--- config.mk ---
export PLATFORM = sky130hd
export DESIGN_NAME = seven_seg_scan_decoder_flat
export DESIGN_NICKNAME = d
export VERILOG_FILES = /design/src/rtl/seven_seg_scan_decoder_if.sv /design/src/rtl/seven_seg_scan_decoder.sv /design/src/flat_wrapper.sv
export SDC_FILE = /design/constraint.sdc
export NUM_CORES = 1
export LEC_CHECK = 0
export ABC_AREA = 1
export CAP_MARGIN = 25
export CORE_AREA = 5 5 137 139
export DETAILED_ROUTE_END_ITERATION = 8
export DIE_AREA = 0 0 142 144
export GPL_ROUTABILITY_DRIVEN = 0
export MAX_ROUTING_LAYER = met4
export PLACE_DENSITY = 0.54
export RECOVER_POWER = 100
export SLEW_MARGIN = 0
export SYNTH_ARGS = -nofsm -noshare
export SYNTH_HDL_FRONTEND = slang
export SYNTH_SLANG_ARGS = --single-unit
--- constraint.sdc ---
create_clock -name clk -period 1.96 [get_ports clk]
set_clock_uncertainty 0.2 [all_clocks]
set_input_delay 0.392 -clock clk [delete_from_list [all_inputs] [get_ports clk]]
set_output_delay 0.392 -clock clk [all_outputs]
set_load 0.005 [all_outputs]
--- src/rtl/seven_seg_scan_decoder_if.sv ---
// Frame delivery channel of the scanned seven-segment decoder.
// The master holds out_* stable while out_valid=1 and out_ready=0; a transfer happens on a clock edge with out_valid & out_ready.
interface seven_seg_scan_decoder_if;
    logic        out_valid;
    logic        out_ready;
    logic [15:0] out_digits;
    logic [3:0]  out_dp;
    logic [3:0]  out_err;

    modport master (
        output out_valid,
        output out_digits,
        output out_dp,
        output out_err,
        input  out_ready
    );

    modport slave (
        input  out_valid,
        input  out_digits,
        input  out_dp,
        input  out_err,
        output out_ready
    );
endinterface

--- src/rtl/seven_seg_scan_decoder.sv ---
// Recovers four hex digits and decimal points from a scanned 4-digit seven-segment bus.
// Each complete frame is delivered on a valid/ready channel.
module seven_seg_scan_decoder #(
    parameter int unsigned SETTLE         = 4,
    parameter int unsigned TIMEOUT        = 65536,
    parameter bit          SEG_ACTIVE_LOW = 1'b0,
    parameter bit          DIG_ACTIVE_LOW = 1'b0
) (
    input  logic                             clk,
    input  logic                             rst_n,
    input  logic [7:0]                       seven_seg,
    input  logic [3:0]                       digit_en,
    seven_seg_scan_decoder_if.master         frame,
    output logic                             overrun,
    output logic                             stale
);

    localparam int unsigned TW         = $clog2(TIMEOUT);
    localparam logic [TW-1:0] T_LAST   = TW'(TIMEOUT - 1);
    localparam logic [7:0]    CNT_MAX  = 8'(SETTLE);
    localparam logic [7:0]    CAP_AT   = 8'(SETTLE - 2);

    logic [11:0]   sync1;
    logic [11:0]   sync2;
    logic [11:0]   prev;
    logic [7:0]    cnt;
    logic [7:0]    seg;
    logic [3:0]    dig;
    logic          same;
    logic          onehot;
    logic          capture;
    logic [1:0]    idx;
    logic [4:0]    dec;
    logic [3:0]    slot_val [4];
    logic [3:0]    slot_dp;
    logic [3:0]    slot_err;
    logic [3:0]    mask;
    logic [TW-1:0] tcnt;
    logic          timeout_hit;
    logic          complete;

    // Returns {err, value}; anything outside the sixteen hex glyphs is an error showing 0.
    function automatic logic [4:0] decode(input logic [6:0] p);
        case (p)
            7'h3F:   decode = 5'h00;
            7'h06:   decode = 5'h01;
            7'h5B:   decode = 5'h02;
            7'h4F:   decode = 5'h03;
            7'h66:   decode = 5'h04;
            7'h6D:   decode = 5'h05;
            7'h7D:   decode = 5'h06;
            7'h07:   decode = 5'h07;
            7'h7F:   decode = 5'h08;
            7'h6F:   decode = 5'h09;
            7'h77:   decode = 5'h0A;
            7'h7C:   decode = 5'h0B;
            7'h39:   decode = 5'h0C;
            7'h5E:   decode = 5'h0D;
            7'h79:   decode = 5'h0E;
            7'h71:   decode = 5'h0F;
            default: decode = 5'h10;
        endcase
    endfunction

    always_comb begin
        seg         = sync2[7:0] ^ {8{SEG_ACTIVE_LOW}};
        dig         = sync2[11:8] ^ {4{DIG_ACTIVE_LOW}};
        same        = (sync2 == prev);
        onehot      = (dig != 4'h0) && ((dig & (dig - 4'd1)) == 4'h0);
        // cnt lands on SETTLE-1 on the capture edge; saturation blocks a second capture in one dwell.
        capture     = same && (cnt == CAP_AT) && onehot;
        dec         = decode(seg[6:0]);
        timeout_hit = (tcnt == T_LAST);
        complete    = (mask == 4'hF);
        idx         = 2'd0;
        case (dig)
            4'b0010: idx = 2'd1;
            4'b0100: idx = 2'd2;
            4'b1000: idx = 2'd3;
            default: idx = 2'd0;
        endcase
    end

    always_ff @(posedge clk or negedge rst_n) begin
        if (!rst_n) begin
            sync1 <= '0;
            sync2 <= '0;
            prev  <= '0;
            cnt   <= '0;
        end else begin
            sync1 <= {digit_en, seven_seg};
            sync2 <= sync1;
            prev  <= sync2;
            if (!same) begin
                cnt <= '0;
            end else if (cnt != CNT_MAX) begin
                cnt <= cnt + 8'd1;
            end
        end
    end

    always_ff @(posedge clk or negedge rst_n) begin
        if (!rst_n) begin
            mask             <= '0;
            tcnt             <= '0;
            stale            <= 1'b0;
            overrun          <= 1'b0;
            slot_dp          <= '0;
            slot_err         <= '0;
            for (int i = 0; i < 4; i++) slot_val[i] <= '0;
            frame.out_valid  <= 1'b0;
            frame.out_digits <= '0;
            frame.out_dp     <= '0;
            frame.out_err    <= '0;
        end else begin
            overrun <= 1'b0;

            if (capture) begin
                slot_val[idx] <= dec[3:0];
                slot_dp[idx]  <= seg[7];
                slot_err[idx] <= dec[4];
                tcnt          <= '0;
                stale         <= 1'b0;
            end else if (timeout_hit) begin
                stale <= 1'b1;
            end else begin
                tcnt <= tcnt + TW'(1);
            end

            if (complete) begin
                mask <= capture ? dig : 4'h0;
            end else if (capture) begin
                mask <= mask | dig;
            end else if (timeout_hit) begin
                mask <= 4'h0;
            end

            // A completed frame replaces the held one only if the held one leaves this cycle.
            if (complete) begin
                if (!frame.out_valid || frame.out_ready) begin
                    frame.out_valid  <= 1'b1;
                    frame.out_digits <= {slot_val[3], slot_val[2], slot_val[1], slot_val[0]};
                    frame.out_dp     <= slot_dp;
                    frame.out_err    <= slot_err;
                end else begin
                    overrun <= 1'b1;
                end
            end else if (frame.out_valid && frame.out_ready) begin
                frame.out_valid <= 1'b0;
            end
        end
    end

endmodule

--- src/flat_wrapper.sv ---
// flat-port wrapper written by rule: the top's interface ports become plain ports
module seven_seg_scan_decoder_flat 
#(
    parameter int unsigned SETTLE         = 4,
    parameter int unsigned TIMEOUT        = 65536,
    parameter bit          SEG_ACTIVE_LOW = 1'b0,
    parameter bit          DIG_ACTIVE_LOW = 1'b0
)
  (clk, rst_n, seven_seg, digit_en, overrun, stale, frame_out_valid, frame_out_digits, frame_out_dp, frame_out_err, frame_out_ready);
  seven_seg_scan_decoder_if frame_i ();
  input  logic clk;
  input  logic rst_n;
  input  logic [7:0] seven_seg;
  input  logic [3:0] digit_en;
  output logic overrun;
  output logic stale;
  output wire logic [$bits(frame_i.out_valid)-1:0] frame_out_valid;
  output wire logic [$bits(frame_i.out_digits)-1:0] frame_out_digits;
  output wire logic [$bits(frame_i.out_dp)-1:0] frame_out_dp;
  output wire logic [$bits(frame_i.out_err)-1:0] frame_out_err;
  input wire logic [$bits(frame_i.out_ready)-1:0] frame_out_ready;
  assign frame_out_valid = frame_i.out_valid;
  assign frame_out_digits = frame_i.out_digits;
  assign frame_out_dp = frame_i.out_dp;
  assign frame_out_err = frame_i.out_err;
  assign frame_i.out_ready = frame_out_ready;
  seven_seg_scan_decoder #(.SETTLE(SETTLE), .TIMEOUT(TIMEOUT), .SEG_ACTIVE_LOW(SEG_ACTIVE_LOW), .DIG_ACTIVE_LOW(DIG_ACTIVE_LOW)) u_core (.clk(clk), .rst_n(rst_n), .seven_seg(seven_seg), .digit_en(digit_en), .frame(frame_i), .overrun(overrun), .stale(stale));
endmodule
# --- Yosys cells after proc, flatten, opt, wreduce, memory -nomap -nowiden ---
# Cells that the tools add are included.
totals:
  romBits: 0
  ram_bits: 0
  memories: 0
  latchBits: 0
  wordCells: 94
  regBits: 115
classes:
  bitwise_logic: 3
  addsub: 3
  n_div: 0
  shift: 0
  n_mul: 0
  magnitude_cmp: 4
  n_eq_ne: 27
  reduce_logical: 15
  n_mux: 24
op_table:
  columns: ["cell", "n"]
  rows:
  - ["7-bit equality test (second input constant)", 12]
  - ["5-bit one-hot mux with 16 select lines", 1]
  - ["16-bit 2-to-1 mux", 2]
  - ["4-bit 2-to-1 mux", 5]
  - ["16-bit by 1-bit adder with 16-bit output (second input constant)", 1]
  - ["16-bit bitwise mux", 1]
  - ["16-bit equality test (second input constant)", 1]
  - ["8-bit 2-to-1 mux", 2]
  - ["7-bit by 3-bit equality test with 1-bit output (second input constant)", 2]
  - ["7-bit by 6-bit equality test with 1-bit output (second input constant)", 2]
  - ["12-bit equality test", 1]
  - ["8-bit by 1-bit adder with 8-bit output (second input constant)", 1]
  - ["4-bit bitwise mux", 2]
  - ["4-bit demux with 2-bit select", 1]
  - ["4-bit equality test (second input constant)", 2]
  - ["8-bit by 2-bit equality test with 1-bit output (second input constant)", 1]
  - ["1-bit 2-to-1 mux", 8]
  - ["8-bit by 3-bit != test with 1-bit output (second input constant)", 1]
  - ["1-bit logical AND", 6]
  - ["2-bit one-hot mux with 3 select lines", 1]
  - ["4-bit bitwise AND", 1]
  - ["4-bit by 2-bit equality test with 1-bit output (second input constant)", 1]
  - ["4-bit by 3-bit equality test with 1-bit output (second input constant)", 1]
  - ["4-bit zero test", 1]
  - ["16 further kinds", 19]

# --- Logic depth before layout (Yosys ltp) ---
depth:
  ltp_word: 8
  mapped_depth: 11

# --- Worst setup path before layout ---
# No wires, ideal clock.
synth_timing:
  path_type: "register -> register"
  start: "register u_core.cnt[0]"
  end: "register u_core.slot_val[0] (netlist bit)"
  required_time_ps: 1694
  path_slack_ps: 179
  synth_period_minus_slack_ps: 1781
  arrival_time_ps: 1515
  path_stages_with_launch: 12
  path_buffers: 1
  setup_time_ps: 66
  cell_sequence: "dfrtp_1 -> inv_1 -> ha_1 -> nand2_1 -> nor2_1 -> nand2_1 -> nor2_8 -> inv_4 -> nor2_8 -> buf_8 -> nand3_1 -> nand2_1"
synth_between:
  elab_chain_len: 3
synth_rtl:
  columns: ["element", "line", "text"]
  rows:
  - ["from (decl)", "seven_seg_scan_decoder.sv:26", "logic [7:0] cnt;"]
  - ["from (signal assigned)", "seven_seg_scan_decoder.sv:97", "cnt <= cnt + 8'd1;"]
  - ["8-bit by 2-bit equality test with 1-bit output", "seven_seg_scan_decoder.sv:71", "capture = same && (cnt == CAP_AT) && onehot;"]
  - ["1-bit logical AND (2 in a row)", "seven_seg_scan_decoder.sv:71", null]
  - ["to (signal, indexed assignment)", "seven_seg_scan_decoder.sv:119", "slot_val[idx] <= dec[3:0];"]
  - ["to (decl)", "seven_seg_scan_decoder.sv:34", "logic [3:0] slot_val [4];"]
# Every way passes these cells.
# A chain may end at the register's enable or synchronous reset.

# --- Final worst setup path ---
layout_timing:
  start: "register u_core.frame.out_err[1]"
  end: "output frame_out_err[1]"
layout_rtl:
  columns: ["element", "line", "text"]
  rows:
  - ["from (decl)", "seven_seg_scan_decoder_if.sv:14", "output out_err,"]
  - ["from (signal assigned)", "seven_seg_scan_decoder.sv:144", "frame.out_err <= slot_err;"]
  - ["to (decl)", "flat_wrapper.sv:20", "output wire logic [$bits(frame_i.out_err)-1:0] frame_out_err;"]
# No word-level cell between the ends.

==> impl_metrics.json <==
{
  "synth_edf_count": 0,
  "die_w_um": 142,
  "cp_data_required_time_ns": 1.37,
  "cts_tree": "done",
  "start_util_pct": 29.2,
  "dieArea_sq_um": 20400,
  "drive_gt1_share_pct": 22.5,
  "p_seq_share_pct": 40.1,
  "max_cap_viol_count": 0,
  "die_y_um": 144,
  "rows": 49,
  "fmax_mhz": 535,
  "grt.total_usage_pct": 11.9,
  "final-hold-violation-count": 0,
  "synth_cell_types": 30,
  "async_flop_share_pct": 100,
  "crit_type": "reg2out",
  "fin_crit_ns": 1.87,
  "critPathTopFamily": "buffers and inverters",
  "maxSlewHeadroom_pct": 65.8,
  "grt_pass1_wl_um": 19000,
  "diodes": 0,
  "yosysSeqAreaShare_pct": 56.1,
  "ir_drop_uv": 619,
  "slowest_stage": "clkdlybuf4s50_1",
  "tightest_slew_ns": 0.513,
  "grt_max_degree": 40,
  "dr.pass1.iters": 4,
  "port_buffers": 41,
  "fin_nets": 709,
  "io_pins": 42,
  "swShare_pct": 20.0,
  "cp-start-kind": "flip-flop",
  "hpwl_um": 8180,
  "crit_path_end_kind": "primary output",
  "fillers": 1755,
  "hold_path_end": "u_core.sync2[3]",
  "clkPwrFrac_pct": 55.6,
  "crit_fanout": 2,
  "cts_buffer_depth": 2,
  "cp.arrival_ns": 1.28,
  "vias": 4197,
  "synth_seq_cells": 115,
  "p_switching_uw": 1220,
  "whs_path_depth": 0,
  "yosys_most_used_dff": "dfrtp_1",
  "crit_chain": "clkdlybuf4s50_1",
  "r2r_setup_slack_ns": 0.11,
  "netlist_area_sq_um": 5130,
  "area_delta_synth_final_pct": 37.6,
  "rsz0062_at_grt": "true",
  "finalInstanceArea_sq_um": 7060,
  "numClockSinks": 115,
  "r2r-end": "u_core.slot_val[2]",
  "vias_per_cell": 4.50,
  "drv_slew": 0,
  "core_sq_um": 17500,
  "comb_power_share_pct": 4.4,
  "grt_pass1_vias": 4132,
  "cts_buffers": 17,
  "antenna_found_initial": 0,
  "hold_start": "u_core.sync1[3]",
  "synth_nets": 597,
  "drtIter0Drc": 208,
  "total_power_uw": 6110,
  "netlist_instances": 578,
  "status": "finished, final reports clean",
  "cts_max_level": 4,
  "place_area_sq_um": 6170,
  "routedWlPerCell_um": 12.1,
  "grt_overflow_total": 0,
  "syn_area_per_cell_sq_um": 8.87,
  "reg2reg_depth": 9,
  "critPathBufInv": 1,
  "root_buffer": "clkbuf_16",
  "p_int_uw": 4880,
  "p_leak_uw": 0.00358,
  "period_share_pct": 95.3,
  "r2r-start": "u_core.sync2[10]",
  "drt_wl_total_um": 11300,
  "cpPeakStageDelay_ns": 0.51,
  "drcViolationCount": 0,
  "clk_pin_slew_ns": 0.05,
  "yosys_warnings": 0,
  "finalSetupViolCount": 0,
  "clock_latency_ns": 0.41,
  "powerDensity_nw_per_um2": 865,
  "worstHoldPathType": "reg2reg",
  "ant_nets": 0
}
-- registers in the layout (all words and copies together) (netlist names), 4 cells and up --
name,cells
u_core.slot_val,16
u_core.sync2,12
u_core.sync1,12
u_core.frame.out_err,4
u_core.slot_err,4
u_core.cnt,8
u_core.prev,12
u_core.frame.out_dp,4
u_core.frame.out_digits,16
u_core.mask,4
u_core.slot_dp,4
u_core.tcnt,16
-- power by group through the flow --
stage	registers (uW)	clock network (uW)	logic, uW
6_report	2450	3390	268
5_1_grt	2450	3610	304
4_1_cts	2440	3480	263
3_5_place_dp	2480	0	260
3_3_place_gp	2480	0	254
2_1_floorplan	2480	0	99.6
-- cell families (layout without fill, tap and decap cells) --
| kind of cell | after synthesis | count (layout) | share of synthesized area, % |
|---|---|---|---|
| simple gates | 342 | 342 | 28.5 |
| flops | 115 | 115 | 56.1 |
| buf+inv | 59 | 184 | 5.00 |
| compound gates | 27 | 27 | 2.93 |
| mux | 24 | 24 | 5.27 |
| xor+xnor | 7 | 7 | 1.20 |
| fa+ha+maj | 4 | 4 | 0.976 |
-- worst max path at each step --
stage                                        from                    endpoint  slack (ns)  depth (start not counted)
after floorplan                     u_core.cnt[0]          u_core.slot_val[0]        0.18                         11
after global placement            frame_out_ready  u_core.frame.out_digits[8]        0.07                          6
after detailed placement          u_core.sync2[1]          u_core.slot_err[3]        0.04                         11
after CTS                         u_core.sync2[1]          u_core.slot_err[3]        0.03                         11
after global routing               u_core.tcnt[0]              u_core.mask[0]       -0.01                          8
final                     u_core.frame.out_err[1]            frame_out_err[1]        0.09                          1
-- area by class of cell --
| type | instances | area (sq um) | area share [%] |
|---|---|---|---|
| clock buffer | 24 | 482 | 6.83 |
| tap | 229 | 287 | 4.06 |
| inverter | 54 | 205 | 2.91 |
| timing repair buffer | 98 | 947 | 13.4 |
| multi-input combinational | 404 | 2080 | 29.5 |
| clock inverter | 8 | 173 | 2.45 |
| sequential | 115 | 2880 | 40.9 |
-- per-stage QoR --
| stage | worst slack, ns | TNS [ns] | std cells | hold slack, ns | utilization (%) |
|---|---|---|---|---|---|
| final | 0.0924 | 0 | 932 | 0.143 | 40.2 |
| after global routing | -0.0150 | -0.0306 | 932 | 0.152 | 40.2 |
| after CTS | 0.0297 | 0 | 921 | 0.143 | 39.0 |
| after detailed placement | 0.0422 | 0 | 888 | 0.136 | 35.2 |
| after global placement | 0.0694 | 0 | 888 | 0.132 | 35.2 |
| after floorplan | 0.179 | 0 | 578 | -0.104 | - |
-- placed cells by master (no fill, tap or decap), types with 2 or more instances in the layout --
cell and count:
nor2_2 9, dfrtp_1 110, dfrtp_2 5, nor2_1 63, mux2_2 24, and3_1 2
buf_4 47, nor3_2 2, nor2_8 2, nand2_1 187, bufinv_16 5, clkbuf_1 4
ha_1 4, inv_1 45, xor2_1 3, clkbuf_16 19, nor3_1 9, xnor2_1 2
a31o_2 2, clkbuf_8 3, buf_12 5, nand4_1 10, clkdlybuf4s50_1 28, clkinv_4 2
nand2_2 9, xnor2_2 2, nand3_1 39, o21ai_0 13, a21oi_1 8, inv_2 8
dlygate4sd3_1 13, buf_6 3, nand3_2 6
-- Yosys cell counts, types with 4 or more instances --
master   instances  area share (%)
nand4_1         10             1.2
nor2_1          69             5.1
ha_1             4            0.98
xnor2_1          4            0.68
inv_1           49             3.6
mux2_2          24             5.3
inv_2            4            0.29
a21oi_1          9            0.88
nor3_1           9            0.88
dfrtp_1        115              56
nor2_2           4            0.49
nand3_1         45             4.4
o21ai_0         13             1.3
nand2_1        194              14
-- repair_timing --
item / in CTS / in global routing
hold buffers: 1 / 0
gates resized for setup: 0 / 36
endpoints found under the setup margin: 0 / 42
endpoints found under the hold margin: 33 / 0
setup buffers: 0 / 9
-- routing by layer --
layer	track usage (%)	part of all wire, %
met1	14.7	47
met2	18.2	46
met3	4.17	4.9
met4	4.44	2.2
met5	-	0
No activity file was read; power rests on OpenSTA's default activity.
==> RTL edit, RTL diff (config.mk and constraints unchanged) <==
One comparison of `cnt` changes from == to >=.
--- a/src/rtl/seven_seg_scan_decoder.sv
+++ b/src/rtl/seven_seg_scan_decoder.sv
@@ -68,7 +68,7 @@
         same        = (sync2 == prev);
         onehot      = (dig != 4'h0) && ((dig & (dig - 4'd1)) == 4'h0);
         // cnt lands on SETTLE-1 on the capture edge; saturation blocks a second capture in one dwell.
-        capture     = same && (cnt == CAP_AT) && onehot;
+        capture     = same && (cnt >= CAP_AT) && onehot;
         dec         = decode(seg[6:0]);
         timeout_hit = (tcnt == T_LAST);
         complete    = (mask == 4'hF);
Function: same outputs for any inputs over 10 cycles, from zero or initial values and one cycle with rst_n low; that may be too few to reach the edited logic, so the function may still have changed.
==> RTL edit against the unedited design <==
- combinational power decreased by 18%
- worst setup slack got worse by 0.026 ns
- routed wire length decreased by 5.1%
- global-route usage decreased by 0.64 points
- area after synthesis decreased by 2.9%
- sequential cell count unchanged
- clock power decreased by 9.7%
- final cell count decreased by 1.9%
- power decreased by 6.3%
- cell area decreased by 4.7%
- critical path type is now reg2reg
- critical endpoint is now u_core.slot_err[0]
- largest power group unchanged
- highest routed layer unchanged
==> RTL edit: results (changes against the unedited design) <==
* Nets at 691 (was 709)
* Wire per inst at 11.7 microns (was 12.1 microns)
* Layout cells sized above 1 at 19.4% (was 22.5%)
* Initial DRC Count at 205 (was 208)
* Number of vias in the routed layout at 3965 (was 4197)
* Synth top area share at 57.8% (was 56.1%)
* Vias in the first global route at 3882 (was 4132)
* Placed insts at 875 (was 888)
* CP arrival at 2.04 ns (was 1.28 ns)
* DRT Pass-1 Iters at 5 (was 4)
* Max VDD drop at 0.608 mV (was 0.619 mV)
* Largest registers: u_core.frame.out_digits (16), u_core.slot_val (16), u_core.tcnt (16) (unchanged)
* Vias per cell at 4.34 (was 4.50)
* Worst slew margin at 64.9% (was 65.8%)
* Synth top area cells: dfrtp_1 58%, nand2_1 13%, nor2_1 4.7% (was dfrtp_1 56%, nand2_1 14%, mux2_2 5.3%)
* Largest net degree at the start of global routing at 33 (was 40)
* Seq/Total Area, Yosys at 57.8% (was 56.1%)
* Cell variety after synth at 31 (was 30)
* Net Count, Synth at 589 (was 597)
* R2R setup slack at 0.07 ns (was 0.11 ns)
* DP Wirelength at 7.61 mm (was 8.18 mm)
* # port buffers at 41 (unchanged)
* Clock Path Buffers at 2 (unchanged)
* Synth top cells by count: 179 x nand2_1, 115 x dfrtp_1, 62 x nor2_1, 61 x inv_1, 41 x o21ai_0 (was 194 x nand2_1, 115 x dfrtp_1, 69 x nor2_1, 49 x inv_1, 45 x nand3_1)
* Outcome: completed (unchanged)
* Leakage at 3.23 nW (was 3.58 nW)
* Cells after Synth at 570 (was 578)
* ANT cells at 0 (unchanged)
* Tot GR Track Use at 11.3% (was 11.9%)
* Antenna violations before repair at 0 (unchanged)
* Global-route wire length before repair at 17.9 mm (was 19.0 mm)
* Worst-path fanout max at 6 (was 2)
[RTL edit: cell types whose count changed after synthesis, moves of 3 or more]
cell      delta
a21oi_1      +4
clkbuf_1     +3
inv_1       +12
inv_2        +4
mux2_2      -18
nand2_1     -15
nand3_1     -22
nor2_1       -7
nor2_4       +4
nor3_1       +3
o21ai_0     +28
o21bai_1     +3
[RTL edit: critical path, stage by stage (launching register included)]
cell and delay, ns:
dfrtp_1 0.40, nor2_1 0.09, nor2_1 0.05, nor2_1 0.15, nand2_1 0.11, nor2_4 0.22, nand3_4 0.19, nor2_4 0.24
nand3_1 0.09, nand2_1 0.08
[RTL edit: timing repair]
| item | 4_1_cts | 5_1_grt |
|---|---|---|
| setup endpoints to repair | 2 | 42 |
| pin swaps | 0 | 14 |
| hold buffers | 1 | 0 |
| cloned | 0 | 3 |
| endpoints found under the hold margin | 77 | 0 |
| setup buffers | 0 | 3 |
| resized for setup | 2 | 45 |
[RTL edit: area by class of cell]
cell class,count,area [sq um]
sequential,115,2880
timing repair buffer,90,808
clock buffer,23,458
multi-input combinational,379,1910
fill,1770,10800
inverter,69,259
tap,229,287
clock inverter,9,129
[RTL edit: worst paths after layout]
path	cells after the start	startpoint	endpoint
min reg2reg	0	u_core.sync1[11]	u_core.sync2[11]
min	0	u_core.sync1[11]	u_core.sync2[11]
max reg2reg	9	u_core.sync2[7]	u_core.slot_err[0]
max	9	u_core.sync2[7]	u_core.slot_err[0]
max in group asynchronous	3	rst_n	u_core.sync2[9]
min in group asynchronous	2	rst_n	u_core.sync2[11]
[RTL edit: metal layers]
metal	GRT usage [%]	part of all wire [%]	vias to the layer above
met2	18.0	49	55
met5	-	0	-
met3	3.31	3.7	9
met1	13.5	46	1894
li1	-	-	2007
met4	4.44	1.1	0
[RTL edit: metrics by stage]
step	instance area [sq um]	worst slack (ns)	hold WS [ns]
3_3_place_gp	6000	0.0260	0.112
6_report	6730	0.0660	0.144
2_1_floorplan	4980	0.0647	-0.104
3_5_place_dp	6000	-0.00586	0.113
5_1_grt	6730	-0.0628	0.153
4_1_cts	6600	-0.00144	0.146
[RTL edit: logic make-up after synthesis]
logic type | synth area share, %
compound gates | 7.04
fa+ha+maj | 1.01
xor+xnor | 1.06
simple gates | 25.3
mux | 1.36
flops | 57.8
buf+inv | 6.46
[RTL edit: power by group]
group | leakage, nW | internal (mW) | switching [mW]
Sequential | 1.51 | 2.42 | 0.0271
Clock | 0.282 | 2.03 | 1.03
Combinational | 1.44 | 0.0824 | 0.137
